[src/rtl/kronos_fetch_unit.sv]
// Kronos instruction fetch stage: PC sequencing, word requests to instruction memory,
// single-entry skid buffer and branch redirect (including a request already in flight).
module kronos_fetch_unit #(
    parameter logic [31:0] BOOT_ADDR = 32'h0
) (
    input  logic        clk,
    input  logic        rstz,
    output logic [31:0] instr_addr,
    output logic        instr_req,
    input  logic        instr_ack,
    input  logic [31:0] instr_rdata,
    output logic [31:0] fetch_ir,
    output logic [31:0] fetch_pc,
    output logic        fetch_vld,
    input  logic        fetch_rdy,
    output logic [31:0] rf_instr_data,
    output logic        rf_instr_vld,
    input  logic        branch,
    input  logic [31:0] branch_target
);

    localparam logic [31:0] BOOT_WORD = BOOT_ADDR & ~32'h3;

    logic [31:0] addr_reg, ir_reg, pc_reg;
    logic [31:0] skid_ir_reg, skid_pc_reg, target_reg;
    logic        req_reg, vld_reg, skid_full_reg, discard_reg;

    logic        ack, load, load_skid, load_mem, to_skid, skid_full_next;
    logic [31:0] branch_word;

    always_comb begin
        branch_word    = branch_target & ~32'h3;
        ack            = req_reg & instr_ack;
        load           = ~vld_reg | fetch_rdy;
        load_skid      = ~branch & skid_full_reg & load;
        load_mem       = ~branch & ~discard_reg & ack & load & ~skid_full_reg;
        to_skid        = ~branch & ~discard_reg & ack & ~load;
        skid_full_next = ~branch & (to_skid | (skid_full_reg & ~load));
    end

    assign instr_addr    = addr_reg;
    assign instr_req     = req_reg;
    assign fetch_ir      = ir_reg;
    assign fetch_pc      = pc_reg;
    assign fetch_vld     = vld_reg;
    assign rf_instr_vld  = load_skid | load_mem;
    assign rf_instr_data = skid_full_reg ? skid_ir_reg : instr_rdata;

    always_ff @(posedge clk or negedge rstz) begin
        if (!rstz) begin
            addr_reg      <= BOOT_WORD;
            req_reg       <= 1'b0;
            ir_reg        <= 32'h0;
            pc_reg        <= 32'h0;
            vld_reg       <= 1'b0;
            skid_ir_reg   <= 32'h0;
            skid_pc_reg   <= 32'h0;
            skid_full_reg <= 1'b0;
            discard_reg   <= 1'b0;
            target_reg    <= 32'h0;
        end else begin
            skid_full_reg <= skid_full_next;
            // Requesting pauses whenever the skid buffer holds an instruction.
            req_reg       <= ~skid_full_next;

            if (branch) begin
                if (req_reg & ~instr_ack) begin
                    // Request in flight: keep its address until the ack, then redirect.
                    discard_reg <= 1'b1;
                    target_reg  <= branch_word;
                end else begin
                    discard_reg <= 1'b0;
                    addr_reg    <= branch_word;
                end
            end else if (ack) begin
                if (discard_reg) begin
                    discard_reg <= 1'b0;
                    addr_reg    <= target_reg;
                end else begin
                    addr_reg <= addr_reg + 32'd4;
                end
            end

            if (to_skid) begin
                skid_ir_reg <= instr_rdata;
                skid_pc_reg <= addr_reg;
            end

            if (branch) begin
                vld_reg <= 1'b0;
            end else if (load_skid) begin
                ir_reg  <= skid_ir_reg;
                pc_reg  <= skid_pc_reg;
                vld_reg <= 1'b1;
            end else if (load_mem) begin
                ir_reg  <= instr_rdata;
                pc_reg  <= addr_reg;
                vld_reg <= 1'b1;
            end else if (fetch_rdy) begin
                vld_reg <= 1'b0;
            end
        end
    end

endmodule

[config.mk]
export PLATFORM = sky130hd
export DESIGN_NAME = kronos_fetch_unit
export DESIGN_NICKNAME = d
export VERILOG_FILES = /design/src/rtl/kronos_fetch_unit.sv
export SDC_FILE = /design/constraint.sdc
export NUM_CORES = 1
export LEC_CHECK = 0
export CORE_ASPECT_RATIO = 1.1
export CORE_UTILIZATION = 28
export CTS_BUF_LIST = sky130_fd_sc_hd__clkbuf_4
export DETAILED_ROUTE_END_ITERATION = 7
export SLEW_MARGIN = 20
export SYNTH_ARGS = -nofsm -noshare
export SYNTH_HDL_FRONTEND = slang
export SYNTH_SLANG_ARGS = --single-unit
[constraint.sdc]
create_clock -name clk -period 4.81 [get_ports clk]
set_clock_uncertainty 0.15 [all_clocks]
set_input_delay 0.481 -clock clk [delete_from_list [all_inputs] [get_ports clk]]
set_output_delay 0.481 -clock clk [all_outputs]
set_load 0.1 [all_outputs]
# Word level (Yosys, flattened, before mapping)
# Index checks and enable logic that the tools add are counted.
dict set report classes {
  reduce_logical 6
  n_mux 16
  n_bitwise 21
  n_eq_ne 1
  n_addsub 1
}
# operator n
set ops {}
lappend ops {{$mux W32} 9}
lappend ops {{$add A32 B3 Y32 const B} 1}
lappend ops {{$and A1 B1 Y1} 11}
lappend ops {{$mux W1} 7}
lappend ops {{$not A1 Y1} 7}
lappend ops {{$reduce_and A2 Y1} 3}
lappend ops {{$reduce_bool A2 Y1} 2}
lappend ops {{$reduce_bool A4 Y1} 1}
lappend ops {{$or A1 B1 Y1} 3}
lappend ops {{$ne A2 B2 Y1 const B} 1}
dict set report totals {
  inputBits 69
  reg_bits 194
  out_inout_bits 131
}

# Logic depth before layout (Yosys ltp)
# Gate-level depths: netlist (run 1).
dict set report depth {
  depth_word 8
  depth_mapped 8
}

# Worst setup path after synthesis (run 1)
# Ideal clock, no wire load.
dict set report synth_path {
  path_kind {register to output}
  from {reg req_reg (netlist: instr_req)}
  to {out rf_instr_vld}
  slack_ns 1.488
  path_stages_with_launch 5
  n_path_buf 2
  t_arrival_ns 2.691
  required_time_ns 4.179
  cell_sequence {dfrtp_1 > clkbuf_2 > a31oi_1 > nor3_2 > clkbuf_1}
}
dict set report synth_via {
  elab_chain_cells 5
}
# item line_no
set synth_lines {}
lappend synth_lines {{start: declaration} 26} ;# logic req_reg, vld_reg, skid_full_reg, discard_reg;
lappend synth_lines {{start signal: assignment} 64} ;# req_reg <= ~skid_full_next;
lappend synth_lines {{$and A1 B1 Y1} 33} ;# ack = req_reg & instr_ack;
lappend synth_lines {{$and A1 B1 Y1 (3 in series)} 36} ;# load_mem = ~branch & ~discard_reg & ack & load & ~skid_full_reg;
lappend synth_lines {{$or A1 B1 Y1} 46} ;# assign rf_instr_vld = load_skid | load_mem;
lappend synth_lines {{end: declaration} 17} ;# output logic rf_instr_vld,
# Every way passes these cells.

# Final worst setup path (run 1)
dict set report layout_path {
  from {reg skid_full_reg}
  to {out rf_instr_data[13]}
}
dict set report layout_via {
  elab_chain_cells 1
}
# item line_no
set layout_lines {}
lappend layout_lines {{start: declaration} 26}
lappend layout_lines {{start signal: assignment} 62} ;# skid_full_reg <= skid_full_next;
lappend layout_lines {{$mux W32} 47} ;# assign rf_instr_data = skid_full_reg ? skid_ir_reg : instr_rdata;
lappend layout_lines {{end: declaration} 16} ;# output logic [31:0] rf_instr_data,
# Every way passes these cells.

==> impl_metrics.tcl, run 1 <==
set metrics [dict create \
    outcome "completed" \
    std_cell_rows 68 \
    drive_gt1_frac 0.179 \
    min_period_over_period 0.773 \
    cp_data_required_time_ns 4.18 \
    setup_tns_ns 0 \
    drv_slew 0 \
    gp_congestion 0.766 \
    grt_max_degree 125 \
    layout.nets 1046 \
    insertion_delay_ns 0.60 \
    synth_area_per_cell_sq_um 11.1 \
    min_path_type "flop to flop" \
    ys_ff_latch 188 \
    worstSetupEndpointType "output port" \
    finalSetupViolations 0 \
    worst_setup_path_start_kind "flop" \
    drv_cap 0 \
    dr_total_vias 6825 \
    gr-total-overflow 0 \
    syn-instance-count 810 \
    worst_slew_pin_slew_ns 1.09 \
    ys_types 54 \
    first_global_vias 6605 \
    drt_iter0_markers 387 \
    fmax_mhz 269 \
    post_cts_buffers 0 \
    timing.rr.start "skid_full_reg" \
    async_flop_share 1.00 \
    numPortBuffers 193 \
    power.density_nw_per_um2 474 \
    synth_flop_cell "dfrtp_1" \
    area_delta_synth_final_pct 28.9 \
    clk_path_buf_depth 2 \
    final_hold_viol_count 0 \
    core_sq_um 31500 \
    ir_worst_vdd_uv 226 \
    cp.arrival_ns 3.09 \
    ant_nets 0 \
    r2r_end "fetch_ir[13]" \
    cts.sinks 188 \
    rrSetupSlack_ns 1.98 \
    wirelength_um 23800 \
    ctsHtreeMaxLevel 4 \
    pre_cts_ws_ns 1.38 \
    ios 200 \
    drt-wirelength-per-cell_um 16.9 \
    cts_buffers 17 \
    period_minus_slack_ns 3.72 \
    die_w_um 173 \
    num-fill-cells 3192 \
    die-height_um 190 \
    reg2reg_depth 4 \
    synth_edf_count 0 \
    cts_resized 0 \
    clockRootBuffer "clkbuf_4" \
    hpwlAfterDp_um 16400 \
    cp-startpoint "skid_full_reg" \
    hp-start "skid_pc_reg[25]" \
    clk_pin_slew_ns 0.16 \
    leakagePower_nw 5.13 \
    final_common_cell "clkdlybuf4s50_1" \
    total_power_mw 5.50 \
    slew_headroom 0.268 \
    hold_buffers 1 \
    synth_warnings 0 \
    setup_slack_ns 1.09 \
    grt_antenna_before_repair 1 \
    min_to "skid_pc_reg[25]" \
    criticalPathCategory "flop to output port" \
    drtPass1Iterations 5 \
    dieArea_sq_um 32900 \
    layout_common_cells "191 x clkdlybuf4s50_1, 187 x dfrtp_1, 118 x mux2_2, 91 x nor2_1, 85 x a21oi_1" \
    hold_depth 2 \
    grt_first_pass_wirelength_um 38000 \
    route.detailed.drc 0 \
    grt_setup_unrepaired "no" \
    grt_util_all_layers 0.147 \
    seq_area_frac_synth 0.522 \
    viasPerCell 4.84 \
    cp_max_fo 35 \
    initial_core_util 0.286 \
    synth_area_sq_um 9010 \
    cts_tree "built" \
]
## critical path, cell delays in order (launching register included)
cell and delay, ns:
dfrtp_2 1.03, mux2_2 0.30, clkdlybuf4s50_1 1.16
## synth_stat cells (all sizes together) (4+ instances only)
cell / number / area, sq um
a21oi: 85 / 425
a22oi: 7 / 52.6
a31oi: 5 / 31.3
a32o: 5 / 50.1
and3: 11 / 73.8
and4: 5 / 46.3
buf: 41 / 211
clkbuf: 23 / 88.8
dfrtp: 188 / 4700
inv: 9 / 33.8
mux2: 119 / 1340
mux2i: 65 / 651
nand2: 25 / 93.8
nand3: 12 / 60.1
nand4: 14 / 87.6
nor2: 91 / 342
nor3: 7 / 51.3
o21ai: 41 / 205
o22ai: 6 / 37.5
o2bb2ai: 4 / 35.0
xor2: 11 / 96.3
## cell families (layout without fill, tap and decap cells)
kind of cell,Yosys count,after routing,share of synthesized area
and+or+nand+nor,177,177,0.0928
buffers and inverters,73,249,0.0371
other,1,5,0.000416
adders and majority gates,1,1,0.00139
muxes,184,184,0.221
AOI/OAI and AO/OA,173,173,0.112
xor gates and xnor gates,13,13,0.0126
DFF,188,188,0.522
## report_power, final
| group | internal (mW) | switching, mW |
|---|---|---|
| Combinational | 0.649 | 1.78 |
| Sequential | 1.92 | 0.280 |
| Clock | 0.242 | 0.625 |
## worst max-delay path by stage
stage / cells after the start / end
6_report: 2 / rf_instr_data[13]
5_1_grt: 2 / rf_instr_data[13]
4_1_cts: 2 / rf_instr_data[13]
3_5_place_dp: 6 / instr_addr[23]
3_3_place_gp: 6 / instr_addr[23]
2_1_floorplan: 4 / rf_instr_vld
## through the flow
stage	hold slack, ns	utilization	instance area (sq um)	cells
floorplan	0.0354	-	9020	813
global placement	0.311	0.359	11300	1376
detailed placement	0.319	0.359	11300	1376
CTS	0.280	0.369	11600	1409
global route	0.298	0.369	11600	1410
finish	0.349	0.369	11600	1410
## cell type report
cell class	instances	area, sq um	area share
diodes	1	2.50	0.000215
clock buffers	18	135	0.0116
clock inverters	14	150	0.0129
inverters	9	33.8	0.00291
multi-input cells	552	4000	0.344
flip-flops and latches	188	4710	0.405
well taps	420	526	0.0452
repair buffers	208	2060	0.177
## layer usage
metal	global-route usage	vias to the layer above	share of wire	routed length (um)
li1	-	3261	-	-
met1	0.204	3350	0.48	11500
met2	0.233	200	0.46	11000
met3	0.0298	14	0.042	1010
met4	0.0415	0	0.012	289
met5	0	-	0	0
(Power assumes the default switching activity.)
==> inputs of run 2 (changes only) <==
clock period = 3.3 ns   (was 4.81 ns; I/O delays follow)
==> impl_metrics.tcl, run 2 (synthesis results as in run 1) <==
set metrics [dict create \
    std_cell_rows 68 \
    hpwlAfterDp_um 16700 \
    die_w_um 173 \
    gp_congestion 0.759 \
    grt_setup_unrepaired "no" \
    finalSetupViolations 0 \
    r2r_end "instr_addr[19]" \
    worstSetupEndpointType "output port" \
    drv_slew 0 \
    die-height_um 190 \
    setup_tns_ns 0 \
    setup_slack_ns 0.587 \
    worst_slew_pin_slew_ns 1.01 \
    clk_path_buf_depth 2 \
    period_minus_slack_ns 2.71 \
    viasPerCell 4.79 \
    clockPowerShare 0.159 \
    post_cts_buffers 0 \
    cp.arrival_ns 2.23 \
    fin_area_sq_um 11500 \
    layout_common_cells "187 x dfrtp_1, 118 x mux2_2, 114 x clkdlybuf4s50_1, 96 x buf_4, 91 x nor2_1" \
    slew_headroom 0.325 \
    numPortBuffers 193 \
    cp-startpoint "skid_full_reg" \
    first_global_vias 6602 \
    final_common_cell "dfrtp_1" \
    p_sw_mw 3.94 \
    holdWs_ns 0.106 \
    drv_cap 0 \
    clockRootBuffer "clkbuf_4" \
    grt_first_pass_wirelength_um 38600 \
    outcome "completed" \
    ctsHtreeMaxLevel 4 \
    min_path_type "input port to async pin" \
    internal_power_mw 4.05 \
    cp_max_fo 31 \
    insertion_delay_ns 0.62 \
    drtPass1Iterations 5 \
    cts_resized 0 \
    cts.sinks 188 \
    final_hold_viol_count 0 \
    dr_total_vias 6801 \
    p_sw_frac 0.493 \
    dieArea_sq_um 32900 \
    initial_core_util 0.286 \
    fin_util 0.366 \
    worst_setup_path_start_kind "flop" \
    drt_iter0_markers 460 \
    route.detailed.drc 0 \
    area_delta_synth_final_pct 28.0 \
    rrSetupSlack_ns 0.88 \
    cts_tree "built" \
    core_sq_um 31500 \
    ir_worst_vdd_uv 367 \
    criticalPathCategory "flop to output port" \
    reg2reg_depth 5 \
    gr-total-overflow 0 \
    timing.rr.start "instr_addr[5]" \
    cts_buffers 17 \
    layout.nets 1055 \
    grt_max_degree 95 \
    leakagePower_nw 5.27 \
    grt_util_all_layers 0.150 \
    pre_cts_ws_ns 0.587 \
    seqPwrFrac 0.399 \
    min_period_over_period 0.822 \
    drt-wirelength-per-cell_um 16.9 \
    ios 200 \
    combPwrFrac 0.441 \
    wirelength_um 24000 \
    cp_data_required_time_ns 2.82 \
    placed_cell_area_sq_um 11200 \
    grt_antenna_before_repair 1 \
    clk_pin_slew_ns 0.17 \
    drive_gt1_frac 0.263 \
    power.density_nw_per_um2 693 \
    fmax_mhz 369 \
    ant_nets 0 \
]
[run 2: changes by cell type in the layout (fill, tap and decap cells not counted), sizes merged]
cell,before,now
buf,15,101
clkdlybuf4s50,191,114
clkinv,4,6
clkbuf,19,18
clkinvlp,2,1
diode,1,2
[run 2: worst max path at each step]
| stage | slack, ns | end |
|---|---|---|
| floorplan | 0.13 | rf_instr_vld |
| detailed placement | 0.59 | instr_addr[10] |
| global placement | 0.61 | instr_addr[19] |
| global route | 0.42 | rf_instr_vld |
| CTS | 0.48 | rf_instr_data[29] |
| finish | 0.59 | rf_instr_data[29] |
[run 2: layout make-up]
cell class	instances	area [sq um]
clock inverters	15	150
well taps	420	526
fillers	3198	19900
diodes	2	5.00
clock buffers	17	128
inverters	9	33.8
repair buffers	217	1990
flip-flops and latches	188	4710
multi-input cells	552	4000
[run 2: timing repair]
action / in CTS / in global routing
setup endpoints to repair: 0 / 0
hold buffers: 1 / 0
hold endpoints to repair: 171 / 0
[run 2: routing by layer]
metal | global-route usage | routed length, um | vias up | part of all wire
met5 | 0 | 0 | - | 0
met2 | 0.231 | 10900 | 213 | 0.46
li1 | - | - | 3272 | -
met1 | 0.214 | 11600 | 3296 | 0.48
met4 | 0.0405 | 344 | 0 | 0.014
met3 | 0.0292 | 1090 | 20 | 0.046
[run 2: worst max-delay path: stages (launching register included)]
cell	delay (ns)
dfrtp_2	0.51
buf_4	0.46
mux2_2	0.41
buf_4	0.24
[run 2: power groups by stage]
stage                     sequential, mW  clock [mW]  combinational, mW
after global placement              3.23           0               3.52
final                               3.19        1.27               3.53
after CTS                           3.20        1.36               3.56
after global routing                3.28        1.43               3.69
after detailed placement            3.25           0               3.55
after floorplan                     4.92           0              0.948
[run 2: metrics by stage]
stage          total power, mW  cells
4_1_cts                   8.11   1418
2_1_floorplan             5.86    813
6_report                  7.99   1420
5_1_grt                   8.40   1420
3_5_place_dp              6.79   1385
3_3_place_gp              6.75   1385
==> inputs of run 3 (changes only) <==
clock period = 2.7 ns   (was 3.3 ns; I/O delays follow)
==> impl_metrics.tcl, run 3 (synthesis results as in run 1) <==
set metrics [dict create \
    reg2reg_depth 6 \
    cts_buffers 17 \
    timing.rr.start "fetch_vld" \
    dr_total_vias 7011 \
    multiInputGateArea_sq_um 4010 \
    outcome "completed" \
    criticalPathCategory "flop to output port" \
    route.detailed.drc 0 \
    grt_max_degree 67 \
    layout.nets 1068 \
    path_common_cell "buf_12" \
    clk_pin_slew_ns 0.22 \
    fmax_mhz 398 \
    std_cell_rows 68 \
    wirelength_um 25600 \
    core_sq_um 31500 \
    period_minus_slack_ns 2.51 \
    layout_common_cells "186 x dfrtp_1, 118 x mux2_2, 117 x buf_4, 91 x nor2_1, 85 x a21oi_1" \
    finalSetupViolations 0 \
    area_delta_synth_final_pct 34.1 \
    ios 200 \
    viasPerCell 4.90 \
    setup_tns_ns 0 \
    clk_path_buf_depth 2 \
    min_period_over_period 0.931 \
    slew_headroom 0.481 \
    cp_data_required_time_ns 2.28 \
    drt-wirelength-per-cell_um 17.9 \
    cp.arrival_ns 2.09 \
    worst_slew_pin_slew_ns 0.779 \
    cp_max_fo 13 \
    final_hold_viol_count 0 \
    ant_nets 0 \
    ir_worst_vdd_uv 524 \
    drtPass1Iterations 7 \
    placed_cells 1394 \
    crit_buf_inv 3 \
    dieArea_sq_um 32900 \
    insertion_delay_ns 0.61 \
    crit_chain "inv_2 > a31oi_1 > nor3_4 > buf_12 > buf_12" \
    max_stage_delay_ns 0.51 \
    final_common_cell "dfrtp_1" \
    ctsHtreeMaxLevel 4 \
    path_delay_family "buffers and inverters" \
    numPortBuffers 193 \
    drv_cap 0 \
    drv_slew 0 \
    seqCellArea_sq_um 4710 \
    cpMaxStageDelayCell "dfrtp_2" \
    die-height_um 190 \
    rrSetupSlack_ns 0.42 \
    min_path_type "input port to async pin" \
    hpwlAfterDp_um 17700 \
    pre_cts_ws_ns 0.133 \
    clockRootBuffer "clkbuf_4" \
    setup_slack_ns 0.187 \
    initial_core_util 0.286 \
    fin_cells 1432 \
    grt_antenna_before_repair 1 \
    gr-total-overflow 0 \
    worst_setup_path_start_kind "flop" \
    die_w_um 173 \
    cts.sinks 188 \
    drt_iter0_markers 501 \
    grt_util_all_layers 0.158 \
    worstSetupEndpointType "output port" \
    r2r_end "fetch_pc[10]" \
    grt_setup_unrepaired "no" \
    leakagePower_nw 5.59 \
    drive_gt1_frac 0.322 \
    first_global_vias 6881 \
    num-fill-cells 3140 \
    gp_congestion 0.768 \
    power.density_nw_per_um2 831 \
    cts_tree "built" \
    grt_first_pass_wirelength_um 40400 \
]
==> run 3: changes by cell type in the layout (fill, tap and decap cells not counted), moves of 5 or more <==
cell / before / now
buf_12: 5 / 43
buf_4: 96 / 117
clkdlybuf4s50_1: 114 / 65
inv_6: 1 / 6
inv_8: 7 / 2
==> run 3: per-layer routing <==
layer,up-vias,track usage,wire length [um]
li1,3304,-,-
met1,3467,0.223,12400
met2,228,0.245,11800
met3,12,0.0346,1220
met4,0,0.0402,258
met5,-,0,0
==> run 3: repair_timing <==
action	in CTS	in global routing
setup buffers	1	1
hold buffers	1	0
cloned	1	1
endpoints found under the setup margin	1	33
endpoints found under the hold margin	163	0
resized for setup	0	2
pin swaps	1	1
==> run 3: layout make-up <==
class                           count  area share
Multi-Input combinational cell    552       0.332
Clock inverter                     15      0.0162
Antenna cell                        1    0.000207
Sequential cell                   188       0.390
Inverter                            9     0.00280
Tap cell                          420      0.0435
Timing Repair Buffer              230       0.206
Clock buffer                       17      0.0106
==> run 3: worst max-delay path by stage <==
stage / end / from / depth (start not counted) / slack, ns
2_1_floorplan: fetch_pc[10] / instr_req / 5 / 0.05
3_3_place_gp: fetch_ir[28] / fetch_rdy / 7 / 0.12
3_5_place_dp: fetch_ir[28] / fetch_rdy / 7 / 0.13
4_1_cts: rf_instr_vld / discard_reg / 5 / 0.02
5_1_grt: rf_instr_vld / discard_reg / 5 / 0.002
6_report: rf_instr_vld / discard_reg / 5 / 0.19
==> run 3: through the flow <==
step | power, mW | utilization | hold slack, ns | area (sq um)
final | 10.0 | 0.384 | 0.0685 | 12100
after global placement | 8.32 | 0.371 | 0.165 | 11700
after global routing | 10.5 | 0.384 | 0.0114 | 12100
after floorplan | 7.17 | - | -0.176 | 9020
after CTS | 10.1 | 0.382 | 0.0304 | 12000
after detailed placement | 8.39 | 0.371 | 0.162 | 11700
==> run 3: power by group <==
group	leakage [nW]	switching (mW)	total [mW]	internal, mW
Combinational	3.19	3.26	4.43	1.16
Sequential	2.23	0.479	3.90	3.42
Clock	0.171	1.19	1.72	0.532
